<file path="config.mk">
export PLATFORM = sky130hd
export DESIGN_NAME = frame_scheduler
export DESIGN_NICKNAME = d
export VERILOG_FILES = /design/src/rtl/frame_scheduler.sv
export SDC_FILE = /design/constraint.sdc
export NUM_CORES = 1
export LEC_CHECK = 0
export CAP_MARGIN = 40
export CORE_MARGIN = 3
export CORE_UTILIZATION = 30
export CTS_CLUSTER_SIZE = 24
export DETAILED_ROUTE_END_ITERATION = 8
export DONT_BUFFER_PORTS = 1
export GPL_TIMING_DRIVEN = 0
export HOLD_SLACK_MARGIN = 0.1
export SYNTH_ARGS = -nofsm -noshare
export SYNTH_HDL_FRONTEND = slang
export SYNTH_SLANG_ARGS = --single-unit
</file>
<file path="constraint.sdc">
create_clock -name clk_in -period 2 [get_ports clk_in]
set_input_delay 0.3 -clock clk_in [delete_from_list [all_inputs] [get_ports clk_in]]
set_output_delay 0.3 -clock clk_in [all_outputs]
set_load 0.01 [all_outputs]
</file>
<file path="src/rtl/frame_scheduler.sv">
// Double-buffer scheduler: picks scan-out/draw buffers per frame, starts the renderer,
// latches gyro pose, counts dropped frames and aborts stuck passes. Optional stats: FRAME_SCHEDULER_STATS_EN.
module frame_scheduler #(
    parameter int unsigned TIMEOUT_FRAMES = 8,
    parameter int unsigned CNT_W          = 16
) (
    input  logic             clk_in,
    input  logic             rst_in,
    input  logic             new_frame_in,
    input  logic             render_done_in,
    input  logic             freeze_in,
    input  logic [8:0]       pitch_in,
    input  logic [8:0]       roll_in,
    input  logic [8:0]       yaw_in,
    output logic             render_start_out,
    output logic             render_abort_out,
    output logic [8:0]       pitch_out,
    output logic [8:0]       roll_out,
    output logic [8:0]       yaw_out,
    output logic             display_buf_out,
    output logic             draw_buf_out,
    output logic             swap_out,
    output logic [CNT_W-1:0] dropped_count_out,
    output logic [1:0]       state_out,
    output logic [CNT_W-1:0] render_cycles_out
);

    localparam logic [1:0] ST_IDLE      = 2'd0;
    localparam logic [1:0] ST_RENDER    = 2'd1;
    localparam logic [1:0] ST_WAIT_SWAP = 2'd2;

    localparam logic [7:0] TMO_LIMIT = 8'(TIMEOUT_FRAMES);

    logic [1:0]       state_q, state_d;
    logic             start_q, start_d;
    logic             abort_q, abort_d;
    logic             swap_q, swap_d;
    logic             display_q, display_d;
    logic             draw_q, draw_d;
    logic [8:0]       pitch_q, pitch_d;
    logic [8:0]       roll_q, roll_d;
    logic [8:0]       yaw_q, yaw_d;
    logic [CNT_W-1:0] dropped_q, dropped_d;
    logic [7:0]       tmo_q, tmo_d;
    logic [7:0]       tmo_inc;
    logic             begin_pass;
    logic             do_swap;

    // NOTE: every signal gets a default at the top of the block so no path leaves it unassigned (no latches).
    always_comb begin
        state_d    = state_q;
        start_d    = 1'b0;
        abort_d    = 1'b0;
        swap_d     = 1'b0;
        display_d  = display_q;
        draw_d     = draw_q;
        pitch_d    = pitch_q;
        roll_d     = roll_q;
        yaw_d      = yaw_q;
        dropped_d  = dropped_q;
        tmo_d      = tmo_q;
        tmo_inc    = tmo_q + 8'd1;
        begin_pass = 1'b0;
        do_swap    = 1'b0;

        case (state_q)
            ST_IDLE: begin
                if (new_frame_in && !freeze_in) begin
                    begin_pass = 1'b1;
                end
            end
            ST_RENDER: begin
                if (render_done_in) begin
                    // Done coinciding with the frame boundary swaps immediately, no drop.
                    if (new_frame_in) begin
                        do_swap = 1'b1;
                    end else begin
                        state_d = ST_WAIT_SWAP;
                    end
                end else if (new_frame_in) begin
                    if (dropped_q != '1) begin
                        dropped_d = dropped_q + CNT_W'(1);
                    end
                    if (tmo_inc == TMO_LIMIT) begin
                        abort_d = 1'b1;
                        tmo_d   = 8'd0;
                        state_d = ST_IDLE;
                    end else begin
                        tmo_d = tmo_inc;
                    end
                end
            end
            ST_WAIT_SWAP: begin
                if (new_frame_in) begin
                    do_swap = 1'b1;
                end
            end
            default: state_d = ST_IDLE;
        endcase

        if (do_swap) begin
            display_d = ~display_q;
            draw_d    = ~draw_q;
            swap_d    = 1'b1;
            if (freeze_in) begin
                state_d = ST_IDLE;
            end else begin
                begin_pass = 1'b1;
            end
        end

        if (begin_pass) begin
            start_d = 1'b1;
            pitch_d = pitch_in;
            roll_d  = roll_in;
            yaw_d   = yaw_in;
            tmo_d   = 8'd0;
            state_d = ST_RENDER;
        end
    end

    // NOTE: sequential state uses non-blocking assignments so all flops update together on the edge.
    always_ff @(posedge clk_in) begin
        if (rst_in) begin
            state_q   <= ST_IDLE;
            start_q   <= 1'b0;
            abort_q   <= 1'b0;
            swap_q    <= 1'b0;
            display_q <= 1'b0;
            draw_q    <= 1'b1;
            pitch_q   <= 9'd0;
            roll_q    <= 9'd0;
            yaw_q     <= 9'd0;
            dropped_q <= '0;
            tmo_q     <= 8'd0;
        end else begin
            state_q   <= state_d;
            start_q   <= start_d;
            abort_q   <= abort_d;
            swap_q    <= swap_d;
            display_q <= display_d;
            draw_q    <= draw_d;
            pitch_q   <= pitch_d;
            roll_q    <= roll_d;
            yaw_q     <= yaw_d;
            dropped_q <= dropped_d;
            tmo_q     <= tmo_d;
        end
    end

`ifdef FRAME_SCHEDULER_STATS_EN
    logic [CNT_W-1:0] cyc_q, cyc_d;
    logic [CNT_W-1:0] cyc_inc;
    logic [CNT_W-1:0] rcyc_q, rcyc_d;

    // Copy the incremented value so a done N cycles after start reports N.
    always_comb begin
        cyc_inc = (&cyc_q) ? cyc_q : cyc_q + CNT_W'(1);
        cyc_d   = cyc_q;
        rcyc_d  = rcyc_q;
        if (state_q == ST_RENDER) begin
            cyc_d = cyc_inc;
            if (render_done_in) begin
                rcyc_d = cyc_inc;
            end
        end
        if (start_d) begin
            cyc_d = '0;
        end
    end

    always_ff @(posedge clk_in) begin
        if (rst_in) begin
            cyc_q  <= '0;
            rcyc_q <= '0;
        end else begin
            cyc_q  <= cyc_d;
            rcyc_q <= rcyc_d;
        end
    end

    assign render_cycles_out = rcyc_q;
`else
    assign render_cycles_out = '0;
`endif

    assign state_out         = state_q;
    assign render_start_out  = start_q;
    assign render_abort_out  = abort_q;
    assign swap_out          = swap_q;
    assign display_buf_out   = display_q;
    assign draw_buf_out      = draw_q;
    assign pitch_out         = pitch_q;
    assign roll_out          = roll_q;
    assign yaw_out           = yaw_q;
    assign dropped_count_out = dropped_q;

endmodule

</file>
==> results.toml <==
[status]
status = "finished, final reports clean"

[floorplan]
core_area_mm2 = 0.00830
initial_core_util_pct = 31.2
io_pins = 98
dieHeight_um = 98.9
die_w_um = 98.9
dieArea_mm2 = 0.00978
rows = 33

[timing]
setup_viol = 0
period_share_pct = 95.6
period_minus_slack_ns = 1.91
worstMarginPinSlew_ns = 0.558
fmax_ghz = 0.523
hold_violations = 0
layout_setup_ws_ns = 0.0882
slew_viol_final = 0
slew_headroom_pct = 62.8
skew_ns = 0.0122
rsz0062_at_grt = "yes"

[placement]
hpwl_um = 3970
placed_cell_area_mm2 = 0.00278
io_buffers = 0
gp_congestion = 0.837
dp_slack_ns = -0.156

[logic_synthesis]
synth_cells = 260
postSynthAreaPerCell_um2 = 9.96
synth_edf_count = 0
yosys_warnings = 0
ys.flop_type = "dfxtp_1"
ys_top_cells_by_area = "dfxtp_1 45%, a22o_1 9.1%, xor2_1 5.1%, buf_4 4.9%, ha_1 3.4%"
ys_seq_area_share_pct = 44.9
synth-async-reset-ratio_pct = 0
synth_cell_types = 50
syn-cell-area_mm2 = 0.00259
synth.largest_area_cell = "dfxtp_1"
synth.top_cell.area_share_pct = 44.9
ys_ff_latch = 58

[grt]
track_usage_pct = 12.8
overflow = 0
grt_pass1_vias = 2041
grt_pass1_wl_um = 10000
grt_max_degree = 13
antenna_found_initial = 0

[critical_path]
required_ns = 2.28
critical_path_class = "flip-flop to flip-flop"
crit_fanout = 10
reg2reg_depth = 8
rrSetupSlack_ns = 0.09
cp_data_arrival_time_ns = 2.19
worst_r2r_endpoint = "roll_out[2]$_SDFFE_PP0P_"
worstReg2RegStart = "state_out[0]$_SDFF_PP0_"
end_kind = "flip-flop"
critPathLaunchType = "flip-flop"

[routing]
wl_per_cell_um = 14.3
drt_iter0_markers = 80
drt_first_pass_iters = 4
vias = 2075
wirelength_um = 6190
ant_nets = 0
drc = 0
via_per_inst = 4.79

[worst_hold_path]
hold_depth = 2
hold_path_end = "swap_out$_SDFF_PP0_"
hold_class = "primary input to flip-flop"
min_from = "new_frame_in"

[pwr]
peakVddDrop_v = 0.000346
power-per-cell-area_mw_per_mm2 = 748
power_mw = 2.54
leakagePower_nw = 1.37

[clock_tree]
clk_path_buf_depth = 2
cts_max_level = 3
cts_root_buf = "clkbuf_8"
path_clk_slew_ns = 0.08
cts_inserted_buffers = 9
cts_tree = "done"
clkLatencyLatePin_ns = 0.34
clock_sinks = 58

[finish]
synthToLayoutAreaGrowth_pct = 31.1
final_common_cell = "dfxtp_1"
fin_area_mm2 = 0.00339
final_util_pct = 40.9
final_net_count = 362
antenna-diode-count = 0
mostFrequentLayoutCells = "55 x dfxtp_1, 27 x buf_4, 27 x a22o_1, 27 x dlygate4sd3_1, 21 x nor2_1"
drive_above_1_share_pct = 22.3

[flow_run]
drv_cap = 0
## flip-flops by register name (all words and copies together) (netlist names)
name,flops
display_buf_out,1
draw_buf_out,1
dropped_count_out,16
pitch_out,9
render_abort_out,1
render_start_out,1
roll_out,9
state_out,2
swap_out,1
tmo_q,8
yaw_out,9
## stage by stage
stage                     setup TNS [ns]  hold slack, ns  cells
after floorplan                        0           0.425    275
after global placement             -2.18           0.427    380
after detailed placement           -3.58           0.428    380
after CTS                              0           0.158    423
after global routing             -0.0740           0.163    433
final                                  0           0.167    433
## report_power, final
group | total [mW] | internal, mW | leakage [nW] | switching, mW
sequential | 1.23 | 1.19 | 0.473 | 0.0436
combinational | 0.213 | 0.116 | 0.805 | 0.0974
clock | 1.09 | 0.580 | 0.0881 | 0.514
total | 2.54 | 1.88 | 1.37 | 0.655
## synth_stat cells, drive strengths merged, types with 3 or more instances
library cell  number
clkbuf             4
nor3               9
and4               3
nor2              22
ha                 7
a22o              27
nand2             13
nand3b             3
buf               25
dfxtp             58
and3               5
o211ai             5
xor2              15
a21oi             10
a311oi             3
o21ai              6
nand4              5
nand3              6
xnor2              4
inv                3
## cell families (layout without fill, tap and decap cells)
kind of cell,count (synthesis),count (layout),share of synthesized area (%)
flops,58,58,44.9
xor+xnor,19,19,6.43
simple gates,76,76,16.8
other cells,1,16,0.145
buf+inv,32,85,7.97
compound gates,66,66,20.1
fa+ha+maj,7,7,3.38
mux,1,1,0.387
## repair_timing
action | 4_1_cts | 5_1_grt
hold endpoints to repair | 27 | 0
pin swaps | 1 | 5
setup buffers | 0 | 10
endpoints found under the setup margin | 39 | 38
hold buffers | 27 | 0
gates resized for setup | 5 | 16
## cell type report
class / count / area (um2)
fill: 796 / 4900
inverter: 3 / 11.3
clock buffer: 9 / 124
sequential: 58 / 1170
multi-input combinational: 185 / 1330
timing repair buffer: 37 / 345
buffer: 29 / 206
clock inverter: 7 / 77.6
tap: 105 / 131
## worst max path at each step
stage                            startpoint                           endpoint
finish              state_out[0]$_SDFF_PP0_           roll_out[2]$_SDFFE_PP0P_
global route          tmo_q[1]$_SDFFE_PP0P_            state_out[0]$_SDFF_PP0_
CTS                 state_out[1]$_SDFF_PP0_  dropped_count_out[8]$_SDFFE_PP0P_
detailed placement  state_out[1]$_SDFF_PP0_            state_out[1]$_SDFF_PP0_
global placement    state_out[1]$_SDFF_PP0_            state_out[1]$_SDFF_PP0_
floorplan           state_out[0]$_SDFF_PP0_          pitch_out[8]$_SDFFE_PP0P_
## metal layers
metal / routed length [um] / share of wire (%) / GRT usage (%)
met3: 478 / 7.7 / 4.39
met1: 2610 / 42 / 15.5
met2: 3030 / 49 / 20.7
met4: 76 / 1.2 / 5.36
met5: 0 / 0 / 0
## worst max-delay path, cell delays in order, from the launching register on
cell and delay, ns:
dfxtp_4 0.41, inv_1 0.09, ha_1 0.30, nand2_2 0.08, nor2_4 0.15, a21oi_4 0.07, nor3_4 0.34, clkbuf_4 0.29
a22o_1 0.15
Note: power is estimated with default switching activity, not from simulation.
